<file path="src/rtl/udcount_seq.sv">
// udcount_seq: command-driven sequencer that owns a WIDTH-bit up/down count.
// A requester hands over UP/DOWN/LOAD/CLEAR commands on a valid/ready
// handshake; UP/DOWN then step the count once per un-held cycle, and the block
// reports busy, a one-cycle done pulse and a one-cycle wrap pulse.
module udcount_seq #(
  parameter int WIDTH  = 4,
  parameter int STEP_W = 4
) (
  input  logic                                         clk,
  input  logic                                         rst_n,
  input  logic                                         cmd_valid,
  output logic                                         cmd_ready,
  input  logic [1:0]                                   cmd_op,
  input  logic [((WIDTH > STEP_W) ? WIDTH : STEP_W)-1:0] cmd_arg,
  input  logic                                         hold,
  output logic [WIDTH-1:0]                             q,
  output logic                                         u_d,
  output logic                                         busy,
  output logic                                         done,
  output logic                                         wrap
);

  typedef enum logic [1:0] {
    IDLE = 2'd0,
    RUN  = 2'd1,
    DONE = 2'd2
  } state_t;

  localparam logic [1:0] OP_UP    = 2'b00;
  localparam logic [1:0] OP_DOWN  = 2'b01;
  localparam logic [1:0] OP_LOAD  = 2'b10;
  localparam logic [1:0] OP_CLEAR = 2'b11;

  state_t              state_q, state_d;
  logic [WIDTH-1:0]    count_q, count_d;
  logic                ud_q, ud_d;
  logic [STEP_W-1:0]   rem_q, rem_d;
  logic                wrap_q, wrap_d;
  logic [STEP_W-1:0]   stepArg;

  assign stepArg = cmd_arg[STEP_W-1:0];

  // State, count, direction, step budget and wrap flag registers.
  always_ff @(posedge clk or negedge rst_n) begin
    if (!rst_n) begin
      state_q <= IDLE;
      count_q <= '0;
      ud_q    <= 1'b1;
      rem_q   <= '0;
      wrap_q  <= 1'b0;
    end else begin
      state_q <= state_d;
      count_q <= count_d;
      ud_q    <= ud_d;
      rem_q   <= rem_d;
      wrap_q  <= wrap_d;
    end
  end

  // Next-state logic: accept commands in IDLE, step in RUN, retire via DONE.
  always_comb begin
    state_d = state_q;
    count_d = count_q;
    ud_d    = ud_q;
    rem_d   = rem_q;
    wrap_d  = 1'b0;
    unique case (state_q)
      IDLE: begin
        if (cmd_valid) begin
          unique case (cmd_op)
            OP_UP, OP_DOWN: begin
              ud_d = (cmd_op == OP_UP);
              if (stepArg != '0) begin
                rem_d   = stepArg;
                state_d = RUN;
              end else begin
                state_d = DONE;
              end
            end
            OP_LOAD: begin
              count_d = cmd_arg[WIDTH-1:0];
              state_d = DONE;
            end
            OP_CLEAR: begin
              count_d = '0;
              state_d = DONE;
            end
            default: state_d = IDLE;
          endcase
        end
      end
      RUN: begin
        if (!hold) begin
          if (ud_q) begin
            count_d = count_q + WIDTH'(1);
            wrap_d  = (count_q == {WIDTH{1'b1}});
          end else begin
            count_d = count_q - WIDTH'(1);
            wrap_d  = (count_q == '0);
          end
          rem_d = rem_q - STEP_W'(1);
          if (rem_q == STEP_W'(1)) begin
            state_d = DONE;
          end
        end
      end
      DONE: begin
        state_d = IDLE;
      end
      default: begin
        state_d = IDLE;
      end
    endcase
  end

  assign cmd_ready = (state_q == IDLE);
  assign busy      = (state_q != IDLE);
  assign done      = (state_q == DONE);
  assign q         = count_q;
  assign u_d       = ud_q;
  assign wrap      = wrap_q;

endmodule

</file>
<file path="config.mk">
export PLATFORM = sky130hd
export DESIGN_NAME = udcount_seq
export DESIGN_NICKNAME = d
export VERILOG_FILES = /design/src/rtl/udcount_seq.sv
export SDC_FILE = /design/constraint.sdc
export NUM_CORES = 1
export LEC_CHECK = 0
export BUFFER_PORTS_ARGS = -buffer_cell sky130_fd_sc_hd__buf_2
export CORE_MARGIN = 2
export CORE_UTILIZATION = 40
export CTS_CLUSTER_SIZE = 40
export DETAILED_ROUTE_END_ITERATION = 7
export PLACE_DENSITY = 0.72
export SETUP_SLACK_MARGIN = 0.3
export SYNTH_ARGS = -nofsm -noshare
export SYNTH_HDL_FRONTEND = slang
export SYNTH_SLANG_ARGS = --single-unit
export TNS_END_PERCENT = 30
</file>
<file path="constraint.sdc">
create_clock -name clk -period 2.45 [get_ports clk]
set_clock_uncertainty 0.15 [all_clocks]
set_input_delay 0.245 -clock clk [delete_from_list [all_inputs] [get_ports clk]]
set_output_delay 0.245 -clock clk [all_outputs]
set_load 0.1 [all_outputs]
</file>
# Word-level counts from Yosys, hierarchy flattened
# Cells that the tools add are included.
# word_totals
n_memories	0
mem_bits_ro	0
latch_bits	0
regBits	12
output_inout_bits	9
inputBits	10
ram_bits	0
# op_classes
order_cmp	0
n_div	0
n_reduce_logical	12
multipliers	0
n_eq_ne	13
add_sub_neg	3
bitwise	0
shifts	0
n_mux	19
# ops
operator	n
2-to-1 mux 4 bit	7
one-hot mux 4 bit (2 select lines)	3
2-to-1 mux 2 bit	4
one-hot mux 2 bit (2 select lines)	2
subtractor 4 x 1 -> 4 bit, second input constant	2
== test 2 bit, second input constant	3
!= test 2 bit, second input constant	3
AND reduction 3 bit	2
AND reduction 5 bit	1
adder 4 x 1 -> 4 bit, second input constant	1
== test 2 x 1 -> 1 bit, second input constant	2
== test 4 x 1 -> 1 bit, second input constant	1
== test 4 bit, second input constant	1
logical NOT 2 bit	2
logical NOT 4 bit	1
!= test 2 x 1 -> 1 bit, second input constant	2
AND reduction 4 bit	1
nonzero test 2 bit	2
nonzero test 4 bit	1
OR reduction 2 bit	2
2-to-1 mux 1 bit	3
!= test 3 x 1 -> 1 bit, second input constant	1

# Longest topological paths before layout
# Gate-level depths: netlist of the first run.
# depth
word_depth	5
depth_mapped	6

# Worst setup path after synthesis of the first run
# No wires, ideal clock.
# synth_timing
path_type	flip-flop to output port
from	register state_q[1]
to	output busy
setup_slack_ns	-0.126
required_ns	2.055
n_path_buf	1
t_arrival_ns	2.181
stages_incl_launch_ff	4
path_cell_list	dfrtp_1 > buf_4 > nor2_2 > inv_1
# synth_via
elab_chain_len	1
# synth_rtl
item	line_no	text
start, declared	34	state_t state_q, state_d;
start signal, assigned	52	state_q <= state_d;
nonzero test 2 bit	117	assign busy = (state_q != IDLE);
end, declared	18	output logic busy,
# No other way between the ends.

# Final worst setup path of the first run
# layout_timing
from	register ud_q, in the netlist u_d
to	register count_q[3], in the netlist q[3]
# layout_via
elab_chain_len	3
# layout_rtl
item	line_no	text
start, declared	36	logic ud_q, ud_d;
start signal, assigned	54	ud_q <= ud_d;
2-to-1 mux 4 bit	94	if (ud_q) begin
2-to-1 mux 4 bit	93	if (!hold) begin
one-hot mux 4 bit (2 select lines)	67	unique case (state_q)
end signal, assigned	53	count_q <= count_d;
end, declared	35	logic [WIDTH-1:0] count_q, count_d;
# No other way between the ends. The select of a mux whose other input is x is not followed.
# A chain may end at the register's enable or synchronous reset.

==> metrics.md, run 1 <==
| Metric | Value |
|---|---|
| Status | completed |
| Seq cells post-synth | 12 |
| Detailed placement HPWL | 1400 um |
| Area contributors post-synth | dfrtp_1 32%, ha_1 5.9%, a21oi_1 3.5%, nor3_1 3.5%, o21ai_0 3.5% |
| Final hold vios | 0 |
| DRC viols | 0 |
| CP required | 2.47 ns |
| Die H | 50.0 um |
| First-pass GRT wire length | 3330 um |
| GRT overflow | 0 |
| Post-CTS Setup Bufs | 0 |
| FMAX | 490 MHz |
| CP Capture Point | q[3]$_DFFE_PN0P_ |
| Final period utilization | 0.833 |
| Vias in the first global route | 727 |
| Critical Path Source | u_d$_DFFE_PN1P_ |
| Antenna violations before repair | 0 |
| FFs w/ async S/R, synth | 1.00 |
| Total vias in the final route | 743 |
| Yosys Warn Count | 0 |
| Mapped Area | 847 um2 |
| Total of max-cap violations | 0 |
| Pre-CTS setup slack | 0.350 ns |
| ANT nets after route | 0 |
| Worst R2R Setup Slack | 0.41 ns |
| Non-filler instance count after layout | 135 |
| Fin area | 1020 um2 |
| Crit. End Element | flip-flop |
| Sink Count | 12 |
| GP Congestion | 0.844 |
| CP max FO | 5 |
| DR iter-0 viols | 12 |
| Critical-path top delay cell | dfstp_2 |
| Clock Path Buffers | 2 |
| N_diodes | 0 |
| Most numerous cell in the Yosys netlist | dfrtp_1 |
| Startpoint types | flip-flop |
| Syn nets | 102 |
| Post-DP Area | 965 um2 |
| Final-report setup violation count | 0 |
| Chip Width | 50.0 um |
| Synth top cells by count | 11 x dfrtp_1, 7 x nand2_1, 6 x a21oi_1, 6 x nor3_1, 6 x o21ai_0 |
| Post-layout min period | 2.04 ns |
| Routed len/inst | 13.9 um |
| Slew @ Worst Pin | 0.551 ns |
| IO buf count | 18 |
| CTS clk-pin slew, worst paths | 0.07 ns |
| CTS Buf Count | 3 |
| Clk Tree Root Cell | clkbuf_4 |
| Layout area overhead | 20.1% |
| Critical Path AT | 2.06 ns |
| Post-Synthesis Cells | 87 |
| Number of flops mapped to enable cells by yosys | 0 |
| Critical path class | flip-flop to flip-flop |
| Num rows | 16 |
| Fin. max-slew vios | 0 |
| Synth unique cells | 39 |
| Hold WS | 0.00977 ns |
| Dominant synthesized flop cell | dfrtp_1 |
| Reg2Reg Depth | 6 |
| CTS H-tree lvls | 1 |
| Area of the core | 1980 um2 |
| Reg-to-reg critical path endpoint | q[3]$_DFFE_PN0P_ |
| Worst reg2reg path startpoint | u_d$_DFFE_PN1P_ |
| Worst-path cell chain | inv_2, ha_4, nand3_1, and3_1, or2_2, a211o_1 |
| Worst hold path type | primary input to flip-flop |
| Relative slew slack | 0.632 |
| CTS tree | built |
| Final nets | 124 |
| Mapped Avg Cell Area | 9.74 um2 |
| First-pass DRT Iterations | 4 |
| # fillers | 184 |
| Die area | 2500 um2 |
| Largest net degree at the start of global routing | 13 |
| Critical path's largest stage delay | 0.58 ns |
| Clk_lat worst skew | 0.28 ns |
| Final wirelength | 1880 um |
| Routed vias/inst | 5.50 |
| GRT Overall Usage | 0.175 |
| Largest area contributor in the netlist | dfrtp_1 |
| Share of cells above drive strength 1 | 0.315 |
| Sequential area share after synthesis | 0.356 |
| RSZ-0062 raised after global routing | no |
| Ports | 19 |
| Initial Util | 0.427 |
| Post-Place Cells | 130 |
| Fin worst setup slack | 0.410 ns |
| Post-synth top area share | 0.325 |
==> cell usage in the layout (no fill, tap or decap), drive strengths merged, types with 2 or more instances in the layout <==
cell type,count
inv,4
clkbuf,4
and2b,2
nor2,5
nor3b,2
buf,18
a21oi,6
nor2b,3
nor4,2
a211oi,2
nand2,7
o21ai,6
or3b,2
and3,3
nor3,6
dfrtp,11
a31oi,2
ha,4
a22oi,2
==> layer usage <==
metal / global-route usage / wire length (um)
met2: 0.261 / 862
met1: 0.242 / 882
met4: 0.116 / 52
met5: 0 / 0
met3: 0.00909 / 79
==> stage by stage <==
stage               TNS (ns)  utilization
finish                     0        0.513
global route               0        0.513
CTS                        0        0.505
detailed placement         0        0.487
global placement           0        0.487
floorplan            -0.0398            -
==> what timing repair did <==
action / 4_1_cts / 5_1_grt
endpoints found under the setup margin: 0 / 1
hold endpoints to repair: 12 / 0
hold buffers: 1 / 0
resized for setup: 0 / 3
==> area by class of cell <==
| type | instances | area (um2) | share of cell area |
|---|---|---|---|
| Timing Repair Buffer | 19 | 100 | 0.0984 |
| Tap cell | 27 | 33.8 | 0.0332 |
| Multi-Input combinational cell | 69 | 541 | 0.531 |
| Inverter | 4 | 15.0 | 0.0148 |
| Clock buffer | 4 | 26.3 | 0.0258 |
| Sequential cell | 12 | 302 | 0.296 |
==> worst max-delay path, delay by kind of cell (launching register included) <==
family,cells,cell delay (ns)
AOI/OAI and AO/OA,1,0.25
buffers and inverters,1,0.08
DFF,1,0.58
and+or+nand+nor,3,0.57
adders and majority gates,1,0.29
==> flip-flops by register name, summed over array words and instances, names as in the netlist <==
register	flops
wrap	1
state_q	2
u_d	1
rem_q	4
q	4
==> how the worst min path moves through the flow <==
stage,startpoint,cells after the start,to
2_1_floorplan,rst_n,0,q[0]$_DFFE_PN0P_
3_5_place_dp,rst_n,1,state_q[0]$_DFFE_PN0P_
4_1_cts,cmd_op[0],2,u_d$_DFFE_PN1P_
3_3_place_gp,rst_n,1,state_q[0]$_DFFE_PN0P_
6_report,cmd_op[0],2,u_d$_DFFE_PN1P_
5_1_grt,cmd_op[0],2,u_d$_DFFE_PN1P_
==> cells by family (layout without fill, tap and decap cells) <==
| logic type | count (synthesis) | after routing | share of synthesized area |
|---|---|---|---|
| AND/OR/NAND/NOR | 38 | 38 | 0.304 |
| AO/OA/AOI/OAI | 24 | 24 | 0.198 |
| flip-flops | 12 | 12 | 0.356 |
| buffers and inverters | 6 | 27 | 0.0310 |
| adder cells (fa/ha/maj) | 5 | 5 | 0.0827 |
| XOR/XNOR | 1 | 1 | 0.0103 |
| multiplexers | 1 | 1 | 0.0177 |
Power of run 1 is not shown: default switching activity piles up to over one toggle a cycle in this logic, so the estimate is an artifact.
==> run 2: changes to the inputs <==
==> constraint.sdc (replaced) <==
create_clock -name clk -period 1.96 [get_ports clk]
set_clock_uncertainty 0.15 [all_clocks]
set_input_delay 0.196 -clock clk [delete_from_list [all_inputs] [get_ports clk]]
set_output_delay 0.196 -clock clk [all_outputs]
set_load 0.1 [all_outputs]
==> run 2 against run 1 <==
Via count increased by 2.0%; sequential share of layout area shrank 3.7 points; flip-flop and latch count did not move; design area increased by 17%; wire length up 5.9%; clock-buffer cell count is the same; global-route usage is 0.19 points higher; maximum frequency increased by 5.3%; die area did not move; non-clock buffer count increased by 9; critical path type unchanged.
==> metrics.md, run 2 (synthesized netlist as in run 1, its figures left out) <==
| Metric | Value |
|---|---|
| Status | completed |
| DR iter-0 viols | 11 |
| Total vias in the final route | 758 |
| N_diodes | 0 |
| GRT Overall Usage | 0.177 |
| Num rows | 16 |
| Clock Path Buffers | 2 |
| Fin worst setup slack | 0.0225 ns |
| Startpoint types | flip-flop |
| Worst hold path type | primary input to flip-flop |
| CTS tree | built |
| CP required | 1.98 ns |
| Routed vias/inst | 5.26 |
| CTS clk-pin slew, worst paths | 0.08 ns |
| First-pass DRT Iterations | 4 |
| Post-layout min period | 1.94 ns |
| Final nets | 133 |
| Sink Count | 12 |
| Share of cells above drive strength 1 | 0.470 |
| Critical path class | flip-flop to flip-flop |
| Total of max-cap violations | 0 |
| ANT nets after route | 0 |
| CTS Buf Count | 3 |
| Layout area overhead | 41.1% |
| First-pass GRT wire length | 3390 um |
| CTS H-tree lvls | 1 |
| Area of the core | 1980 um2 |
| Post-DP Area | 1050 um2 |
| Commonest non-fill, non-tap cell in the layout | buf_2 |
| Ports | 19 |
| Leading cell types in the layout, fill and taps excluded | 14 x buf_2, 8 x buf_4, 7 x nand2_1, 7 x dfrtp_1, 5 x nor3_1 |
| Crit. End Element | flip-flop |
| Hold WS | 0.103 ns |
| Relative slew slack | 0.646 |
| Die H | 50.0 um |
| Final period utilization | 0.988 |
| CP max FO | 3 |
| Routed len/inst | 13.8 um |
| Final hold vios | 0 |
| Slew @ Worst Pin | 0.527 ns |
| Fin. max-slew vios | 0 |
| DRC viols | 0 |
| Vias in the first global route | 759 |
| GP Congestion | 0.804 |
| Non-filler instance count after layout | 144 |
| Chip Width | 50.0 um |
| Initial Util | 0.427 |
| IO buf count | 18 |
| RSZ-0062 raised after global routing | yes |
| Post-Place Cells | 134 |
| Antenna violations before repair | 0 |
| GRT overflow | 0 |
| Pre-CTS setup slack | -0.0351 ns |
| Die area | 2500 um2 |
| Largest net degree at the start of global routing | 13 |
| Fin area | 1190 um2 |
| Clk Tree Root Cell | clkbuf_4 |
| Detailed placement HPWL | 1510 um |
| Critical Path AT | 1.95 ns |
| Final-report setup violation count | 0 |
| Final wirelength | 1990 um |
| Clk_lat worst skew | 0.26 ns |
| FMAX | 516 MHz |
-- run 2: changes by cell type in the layout (fill, tap and decap cells not counted), moves of 2 or more --
cell,change
buf_4,+8
buf_2,-4
dfrtp_1,-4
dfrtp_2,+4
o21ai_0,-3
o21ai_1,+3
buf_6,+2
dlygate4sd3_1,+2
-- run 2: critical path: stages (launching register included) --
cell and delay [ns]:
dfstp_4 0.64, inv_6 0.04, ha_4 0.29, a21oi_4 0.06
and3_4 0.18, or2_4 0.22, a211o_1 0.24
-- run 2: final timing paths --
check / from / end / slack, ns / cells after the start
setup / recovery: u_d$_DFFE_PN1P_ / q[3]$_DFFE_PN0P_ / 0.02 / 6
hold / removal: cmd_valid / u_d$_DFFE_PN1P_ / 0.10 / 3
setup reg to reg: u_d$_DFFE_PN1P_ / q[3]$_DFFE_PN0P_ / 0.02 / 6
hold reg to reg: rem_q[3]$_DFFE_PN0P_ / rem_q[3]$_DFFE_PN0P_ / 0.39 / 1
max in group asynchronous: rst_n / u_d$_DFFE_PN1P_ / 1.23 / 2
min in group asynchronous: rst_n / q[0]$_DFFE_PN0P_ / 0.16 / 2
-- run 2: routing by layer --
metal	track usage	wire length, um	vias up
li1	-	-	386
met2	0.263	907	21
met4	0.0833	14	0
met1	0.250	974	349
met3	0.0242	91	2
met5	0	0	-
-- run 2: per-stage QoR --
step | TNS, ns | utilization
after floorplan | -0.416 | -
after global placement | 0 | 0.528
after detailed placement | -0.0351 | 0.528
after CTS | 0 | 0.568
after global routing | -0.00552 | 0.603
final | 0 | 0.603
-- run 2: cell type report --
class,instances,area [um2]
flip-flops and latches,12,310
inverters,4,20.0
clock buffers,4,26.3
repair buffers,28,190
multi-input cells,69,614
well taps,27,33.8
fillers,164,787
-- run 2: repair_timing --
action / CTS / global route
gates resized for setup: 2 / 22
setup buffers: 2 / 1
endpoints found under the hold margin: 14 / 0
setup endpoints to repair: 11 / 14
hold buffers: 3 / 0
pin swaps: 3 / 11
Power of run 2 is left out for the same reason.
